### src/rtl/vga_pkg.sv
// vga_pkg: shared constants, fetch-state encoding and address helper for the framebuffer fetch
package vga_pkg;
    localparam int DEF_BORDER_CLKS = 64;
    localparam int DEF_COLS        = 32;
    localparam int FIELD_W         = 512;
    localparam int LINE_W          = 640;
    localparam logic [1:0] ST_IDLE = 2'd0;
    localparam logic [1:0] ST_REQ  = 2'd1;
    localparam logic [1:0] ST_FULL = 2'd2;
    function automatic logic [15:0] fb_addr(input logic [1:0] plane, input logic [4:0] col, input logic [7:0] row);
        return {1'b1, plane, col, row};
    endfunction
endpackage

### src/rtl/plane_shifter.sv
// plane_shifter: 8-bit loadable left shift register exposing its MSB
module plane_shifter (
    input  logic       clk24,
    input  logic       reset,
    input  logic       load,
    input  logic       shift,
    input  logic [7:0] din,
    output logic       msb
);
    logic [7:0] sr_q, sr_d;
    // load wins over shift; zero fill from the right
    always_comb sr_d = load ? din : shift ? {sr_q[6:0], 1'b0} : sr_q;
    // shift register state
    always_ff @(posedge clk24) sr_q <= reset ? 8'd0 : sr_d;
    assign msb = sr_q[7];
endmodule

### src/rtl/vga_fb_fetch.sv
// vga_fb_fetch: per-line bit-plane fetch and 4-bit pixel serializer with border/blank substitution
module vga_fb_fetch
    import vga_pkg::*;
#(
    parameter int BORDER_CLKS = DEF_BORDER_CLKS,
    parameter int COLS        = DEF_COLS
) (
    input  logic        clk24,
    input  logic        reset,
    input  logic        videoActive,
    input  logic        bordery,
    input  logic        retrace,
    input  logic [8:0]  fb_row,
    input  logic [3:0]  border_idx,
    output logic        rd_req,
    output logic [15:0] rd_addr,
    input  logic [7:0]  rd_data,
    input  logic        rd_ack,
    output logic        pix_active,
    output logic [3:0]  pix_idx,
    output logic        underrun
);
    logic        va_q, fl_q, req_q, req_d, underrun_q, underrun_d, pix_active_q;
    logic        rise, fetch, in_field, load, shift, ack_v, full_now;
    logic [9:0]  hcnt_q, hcnt_d, h, rel;
    logic [7:0]  row_q, row_d;
    logic [1:0]  state_q, state_d, plane_q, plane_d;
    logic [4:0]  col_q, col_d;
    logic [15:0] addr_q, addr_d;
    logic [7:0]  stage_q [4];
    logic [7:0]  stage_d [4];
    logic [3:0]  pix_q, pix_d, msb;
    logic        unused_row_lsb;

    assign unused_row_lsb = fb_row[0];

    // line tracking: rising edge, horizontal position, fetch-line flag, load/shift strobes
    always_comb begin
        rise     = videoActive & ~va_q;
        h        = rise ? 10'd0 : hcnt_q;
        fetch    = videoActive & (rise ? ~bordery & ~retrace : fl_q);
        row_d    = rise ? fb_row[8:1] : row_q;
        hcnt_d   = !videoActive ? hcnt_q : (h == 10'(LINE_W - 1)) ? h : h + 10'd1;
        rel      = h - 10'(BORDER_CLKS);
        in_field = fetch && rel < 10'(FIELD_W);
        load     = in_field && rel[3:0] == 4'd0 && rel < 10'(16 * COLS);
        shift    = in_field && h[0];
    end

    // an acknowledge only counts while a request is outstanding; the plane-3 ack may coincide with the load
    assign ack_v    = state_q == ST_REQ && req_q && rd_ack;
    assign full_now = state_q == ST_FULL || (ack_v && plane_q == 2'd3);

    // fetch FSM with staging buffer; a load with a column still incomplete aborts and moves on
    always_comb begin
        stage_d = stage_q;
        if (ack_v) stage_d[plane_q] = rd_data;
        state_d    = state_q;
        plane_d    = plane_q;
        col_d      = col_q;
        req_d      = req_q;
        underrun_d = underrun_q;
        if (!videoActive) begin
            state_d = ST_IDLE;
            req_d   = 1'b0;
        end else if (rise) begin
            state_d = fetch ? ST_REQ : ST_IDLE;
            plane_d = 2'd0;
            col_d   = 5'd0;
            req_d   = fetch;
        end else if (load) begin
            underrun_d = underrun_q | (state_q == ST_REQ && !full_now);
            if (state_q == ST_IDLE || col_q == 5'(COLS - 1)) begin
                state_d = ST_IDLE;
                req_d   = 1'b0;
            end else begin
                state_d = ST_REQ;
                col_d   = col_q + 5'd1;
                plane_d = 2'd0;
                req_d   = 1'b1;
            end
        end else if (ack_v) begin
            if (plane_q == 2'd3) begin
                state_d = ST_FULL;
                req_d   = 1'b0;
            end else begin
                plane_d = plane_q + 2'd1;
            end
        end
        addr_d = (state_d == ST_REQ) ? fb_addr(plane_d, col_d, row_d) : addr_q;
    end

    // request drops combinationally on ack, load abort or end of line so the gap costs no extra cycle
    assign rd_req  = req_q & videoActive & ~ack_v & ~load;
    assign rd_addr = addr_q;

    for (genvar g = 0; g < 4; g++) begin : g_sh
        plane_shifter u_sh (
            .clk24 (clk24),
            .reset (reset),
            .load  (load),
            .shift (shift),
            .din   (stage_d[g]),
            .msb   (msb[g])
        );
    end

    // pixel select: a load cycle already shows the new column's first pixel
    always_comb begin
        pix_d = (!videoActive || retrace) ? 4'd0 :
                load ? {stage_d[3][7], stage_d[2][7], stage_d[1][7], stage_d[0][7]} :
                in_field ? msb : border_idx;
    end

    // state registers; the edge detector is left free-running so reset mid-line does not fake a rise
    always_ff @(posedge clk24) begin
        va_q <= videoActive;
        if (reset) begin
            state_q      <= ST_IDLE;
            plane_q      <= 2'd0;
            col_q        <= 5'd0;
            req_q        <= 1'b0;
            addr_q       <= 16'd0;
            hcnt_q       <= 10'd0;
            fl_q         <= 1'b0;
            row_q        <= 8'd0;
            stage_q      <= '{default: 8'd0};
            underrun_q   <= 1'b0;
            pix_active_q <= 1'b0;
            pix_q        <= 4'd0;
        end else begin
            state_q      <= state_d;
            plane_q      <= plane_d;
            col_q        <= col_d;
            req_q        <= req_d;
            addr_q       <= addr_d;
            hcnt_q       <= hcnt_d;
            fl_q         <= fetch;
            row_q        <= row_d;
            stage_q      <= stage_d;
            underrun_q   <= underrun_d;
            pix_active_q <= videoActive;
            pix_q        <= pix_d;
        end
    end

    assign pix_active = pix_active_q;
    assign pix_idx    = pix_q;
    assign underrun   = underrun_q;
endmodule

### config.mk
export PLATFORM = sky130hd
export DESIGN_NAME = vga_fb_fetch
export DESIGN_NICKNAME = d
export VERILOG_FILES = /design/src/rtl/vga_pkg.sv /design/src/rtl/plane_shifter.sv /design/src/rtl/vga_fb_fetch.sv
export SDC_FILE = /design/constraint.sdc
export NUM_CORES = 1
export LEC_CHECK = 0
export BUFFER_PORTS_ARGS = -buffer_cell sky130_fd_sc_hd__buf_2
export CAP_MARGIN = 0
export CORE_MARGIN = 5
export CORE_UTILIZATION = 40
export DETAILED_ROUTE_END_ITERATION = 10
export HOLD_SLACK_MARGIN = 0.06
export SETUP_SLACK_MARGIN = 0.2
export SYNTH_ARGS = -nofsm -noshare
export SYNTH_HDL_FRONTEND = slang
export SYNTH_SLANG_ARGS = --single-unit
### constraint.sdc
create_clock -name clk24 -period 4.7 [get_ports clk24]
set_input_delay 1.175 -clock clk24 [delete_from_list [all_inputs] [get_ports clk24]]
set_output_delay 1.175 -clock clk24 [all_outputs]
set_load 0.01 [all_outputs]
* Word-level counts from Yosys, hierarchy flattened *
Index checks and enable logic that the tools add are counted.

storage, ports and cells
  register bits = 116
  input port bits = 27
  output and inout bits = 23
  logic and storage cells = 111

operators by class
  $add $sub $neg = 4
  magnitude comparators = 3
  eq/ne operators = 6
  multiplexer cells = 40
  bitwise gates (word level) = 15
  reduce and logical (&&, ||, !) cells = 23

operators by type and width
  operator                                                               count
  8-bit two-way mux                                                      10
  32-bit bitwise mux                                                     1
  32-bit two-way mux                                                     1
  2-bit two-way mux                                                      11
  10-bit two-way mux                                                     2
  5-bit two-way mux                                                      4
  8-bit demux with 2-bit select                                          1
  10-bit by 1-bit adder with 10-bit output (second input constant)       1
  10-bit == test (second input constant)                                 1
  10-bit < comparator (second input constant)                            1
  10-bit by 7-bit subtractor with 10-bit output (second input constant)  1
  1-bit logical AND                                                      9
  1-bit two-way mux                                                      8
  4-bit two-way mux                                                      2
  1-bit NOT                                                              7
  1-bit bitwise AND                                                      6
  3-bit nonzero test                                                     2
  5-bit by 1-bit adder with 5-bit output (second input constant)         1
  5-bit == test (second input constant)                                  1
  2-bit by 1-bit == test with 1-bit output (second input constant)       2
  2-bit == test (second input constant)                                  2
  4-bit zero test                                                        1
  2-bit OR reduction                                                     2
  3-bit >= comparator (second input constant)                            1
  10 further kinds                                                       13

* Logic depth before layout (Yosys ltp) *
  depth in word-level cells = 12
  gate-level depth with buffers = 11
  mapped depth without buffers = 9

* Modules after synthesis *
Synthesis repeated with hierarchy kept, for this count alone.

second synthesis, totals
  cells, all modules = 525
  area, all modules = 5226.3 sq um

modules (own cells, without submodules)
  module         instances  cells each  area an instance (sq um)  sequential area each (sq um)
  vga_fb_fetch   1          385         3749.8                    1681.6
  plane_shifter  4          35          369.1                     160.2

* Worst setup path before layout *
Ideal clock, no wire load.

  kind = in2out
  start = input videoActive
  end = output rd_req
  data arrival time = 2618 ps
  required time = 3525 ps
  setup slack = 907 ps
  stages on the path = 7
  buffers on the path = 1
  cells stage by stage = nand2b_1 > clkbuf_1 > nand2_1 > ha_1 > nor3b_1 > nand4_1 > and4_1

between the ends
  longest elaborated chain between the ends = 9
  elaborated cells on any way between the ends = 14
  classes of those cells = add/sub (1); order compare (1); mux (2); bitwise (6); reduce/logical (4)

RTL lines
  what                                           line                                    text
  start, declared                                vga_fb_fetch.sv:10                      input logic videoActive,
  1-bit bitwise AND                              vga_fb_fetch.sv:39                      rise = videoActive & ~va_q;
  10-bit two-way mux                             vga_fb_fetch.sv:40                      h = rise ? 10'd0 : hcnt_q;
  10-bit by 7-bit subtractor with 10-bit output  vga_fb_fetch.sv:44                      rel = h - 10'(BORDER_CLKS);
  10-bit < comparator                            vga_fb_fetch.sv:45, vga_fb_fetch.sv:46
  1-bit logical AND                              vga_fb_fetch.sv:45                      in_field = fetch && rel < 10'(FIELD_W);
  1-bit logical AND (2 in series)                vga_fb_fetch.sv:46                      load = in_field && rel[3:0] == 4'd0 && rel < 10'(16 * COLS);
  1-bit NOT                                      vga_fb_fetch.sv:94                      assign rd_req = req_q & videoActive & ~ack_v & ~load;
  1-bit bitwise AND *                            vga_fb_fetch.sv:94
  end, declared                                  vga_fb_fetch.sv:15                      output logic rd_req,

Mark *: on every way between the ends. The rest lies on a longest branch, timed or not.

* Worst setup path in the final report *
Ends and elaborated chain as after synthesis.

==> flow_results.org <==
** Logic synthesis
- Post-synth cell types :: 57
- For this run, the number of Yosys warnings is 0.
- Top FF cell, synth :: dfxtp_1
- Post-synthesis register bit count :: 116
- Sequential element share of the synthesized area :: a little under half
- EDFF count, synth :: 0
- After synthesis the cells add up to 0.00487 mm^2.
- Counting every net in the synthesized netlist gives a little over 500.
- Asr flop ratio synth :: 0%
- Gate Count Post-Synth :: between 400 and 500
- Each instance of the synthesized netlist takes up on average 10.1 um^2.

** Run
- Max-cap violations in this run came to 0.

** Setup path
- Data on the critical path arrives at its endpoint at between 2 and 3 ns.
- The worst register-to-register path begins at va_q.
- In this run the worst path has a maximum fanout of 15.
- The most critical setup path has its startpoint at videoActive.
- The worst setup path is launched from an input port.
- The worst setup path is captured at a primary output.
- The setup path with the least slack is of type input port to primary output.
- Data required time of the critical path :: 3.52 ns
- Setup slack of the worst register-to-register path :: ~1.6 ns

** Floorplanning
- After floorplanning, the core was sized to cover ~0.012 mm^2.
- For this configuration, the core starts out at a cell density of between 40% and 50%.
- The floorplan step set the die height to between 100 and 150 um.
- The floorplan has 40 rows.
- From left edge to right edge, the die measures 120 um.
- I/O pin count :: 50
- Die area :: about 0.014 mm^2

** Placed design
- Final estimated routing congestion in global placement :: around 0.84
- In this run the tool buffered the top-level ports with 48 buffer cells.
- The HPWL after detailed placement is 7000 um.
- Post-placement cell count :: 654

** Timing
- Setup violations remaining at the end of the flow were counted as 0.
- The number of failing hold endpoints at the final stage came to 0.
- Total Negative Setup Slacks :: 0 ns
- For the pin with the worst max-slew slack, the measured transition is between 0.9 and 1 ns.
- Setup repair after global routing missed its margin :: no
- The clock period could shrink to between 4 and 5 ns.
- Share of the clock period used by the worst path :: ~87%
- The number of max-slew violations in the final report was 0.
- Headroom to the max-slew limit came out at between 30% and 40%.
- Fmax :: roughly 0.24 GHz
- Clock skew on the completed layout was measured at ~0.013 ns.

** Global route
- Via count of the first global-routing pass :: 3587
- Number of antenna violations at the first check in global routing :: 0
- Entering global routing, the biggest net connects 51 pins.
- Summed over all layers, the global routing overflow is 0.
- GRT Resource Usage Total :: between 10% and 20%
- The first global-routing pass estimated 18100 um of wire.

** Drt
- Wires add up to ~11000 um.
- Via-to-Cell Ratio :: 5.46
- In the final routed layout, each cell accounts on average for between 15 and 20 um.
- Count of vias placed by the detailed router :: 3747
- In this run the remaining antenna-violating nets after routing total 0.
- DRC Markers :: 0
- DR pass1 iterations :: 8
- The first routing iteration left around 430 violations.

** Cells and area
- The library cell used most frequently in the layout, excluding fill and tap cells, is dfxtp_1.
- At the end of the flow, the number of nets in the layout was between 500 and 600.
- Excluding fillers, the count of instances in the completed layout stands at a little under 700.
- Area of the multi-input gates :: 0.00234 mm^2
- Of the cells placed in the final design, the portion with a size suffix greater than 1 is 26.0%.
- Layout overhead on the synthesized area :: 19.9%
- Diodes inserted :: 0
- Most used cells in the layout excluding fill and tap cells :: 116 x dfxtp_1, 48 x nor2_1, 48 x buf_2
- Final core utilization :: 48.8%
- Reg area :: roughly 0.0023 mm^2
- Number of fill cells in the layout :: between 1000 and 1500

** Clocking
- Setup repair bufs after CTS :: 0
- Buffers inserted during clock tree synthesis total 17.
- Clock-pin slew was measured on the worst setup and hold paths at about 0.05 ns.
- Buffers inserted to repair hold after CTS numbered 0.
- Post-CTS repair changed the size of 0 cells.
- CTS placed an instance of clkbuf_16 at the clock tree root.
- At the later pin of the worst-skew pair, clock insertion delay measures 0.41 ns.
- Max Buffers Root-to-Sink :: 2
- H-tree levels :: 4
- TritonCTS clock tree :: done
- Total clock sinks :: approximately 120

** Run status
- Result of the run :: completed

** Power
- Summed over all cells, the static leakage comes to about 2.3 nW.
- Power spread over the standard cell area amounts to 430 mW/mm^2.
- Peak ir drop on the vdd network :: between 0.2 and 0.25 mV
- After layout, the design draws a total of about 2.5 mW.

** Worst hold path
- Hold path start :: row_q[1]
- The tightest min-delay check is of the flop to flop type.
-- path summary, 6_finish.rpt --
kind | to | cells after the start
worst max register to register | rd_addr[4] | 9
worst min register to register | row_q[1] | 2
worst min-delay path | row_q[1] | 2
worst max-delay path | rd_req | 9
-- stage by stage --
step                cell area [um^2]  worst slack (ns)  hold slack [ns]
floorplan                       4870             0.907            0.435
global placement                5180             0.626            0.445
detailed placement              5180             0.606            0.455
CTS                             5840             0.604            0.459
global route                    5840             0.495            0.486
finish                          5840             0.599            0.456
-- per-layer routing --
layer,part of all wire (%),track usage [%],routed length (um)
met3,6.0,5.14,651
met1,47,21.2,5160
met2,46,22.9,5000
met4,1.1,6.87,123
met5,0,0,0
-- area by class of cell --
type	instances	share of cell area, %
multi-input cells	327	40.1
inverters	8	0.514
repair buffers	56	5.14
well taps	147	3.15
clock inverters	15	4.05
flip-flops and latches	116	39.8
clock buffers	17	7.28
-- critical path: stages --
cell	delay, ns
buf_2	0.27
nand2b_1	0.17
nand2_1	0.16
ha_1	0.23
nor3b_1	0.20
buf_4	0.15
nand4_1	0.15
and4_1	0.28
buf_2	0.14
-- logic make-up after synthesis --
family | count (synthesis) | synth area share [%]
mux | 48 | 11.6
buf+inv | 40 | 4.21
simple gates | 173 | 18.9
flops | 116 | 47.7
compound gates | 97 | 15.7
fa+ha+maj | 4 | 1.03
xor+xnor | 5 | 0.899
-- state kept, by name, summed over array words and instances (netlist names) --
register	flops
rd_addr	16
va_q	1
fl_q	1
stage_q	32
req_q	1
state_q	2
row_q	8
underrun	1
hcnt_q	10
pix_active	1
pix_idx	4
plane_q	2
col_q	5
g_sh.u_sh.sr_q	32
-- cells in the mapped netlist, drive strengths merged (3+ instances only) --
| cell type | count | area (um^2) |
|---|---|---|
| a222oi | 24 | 240 |
| a21oi | 22 | 121 |
| ha | 4 | 50.1 |
| inv | 8 | 30.0 |
| a211oi | 9 | 67.6 |
| dfxtp | 116 | 2320 |
| mux2i | 9 | 90.1 |
| o31ai | 4 | 48.8 |
| and2 | 4 | 27.5 |
| a21o | 4 | 30.0 |
| nand2b | 3 | 18.8 |
| mux2 | 39 | 473 |
| a22o | 5 | 43.8 |
| xnor2 | 3 | 26.3 |
| nand3 | 6 | 30.0 |
| nand2 | 30 | 113 |
| buf | 15 | 111 |
| nor3b | 4 | 35.0 |
| nand4 | 6 | 37.5 |
| and3 | 9 | 61.3 |
| o21ai | 13 | 65.1 |
| nor3 | 8 | 45.0 |
| clkbuf | 17 | 63.8 |
| o21ba | 3 | 30.0 |
| nor2 | 48 | 180 |
| or4 | 3 | 22.5 |
| nor2b | 41 | 257 |
| a31oi | 6 | 52.6 |
-- report_power, final --
group	total [mW]	switching, mW	internal (mW)
clock	1.43	0.442	0.988
combinational	0.0798	0.0517	0.0281
sequential	1.00	0.00729	0.993
total	2.51	0.501	2.01
(Power assumes the default switching activity.)
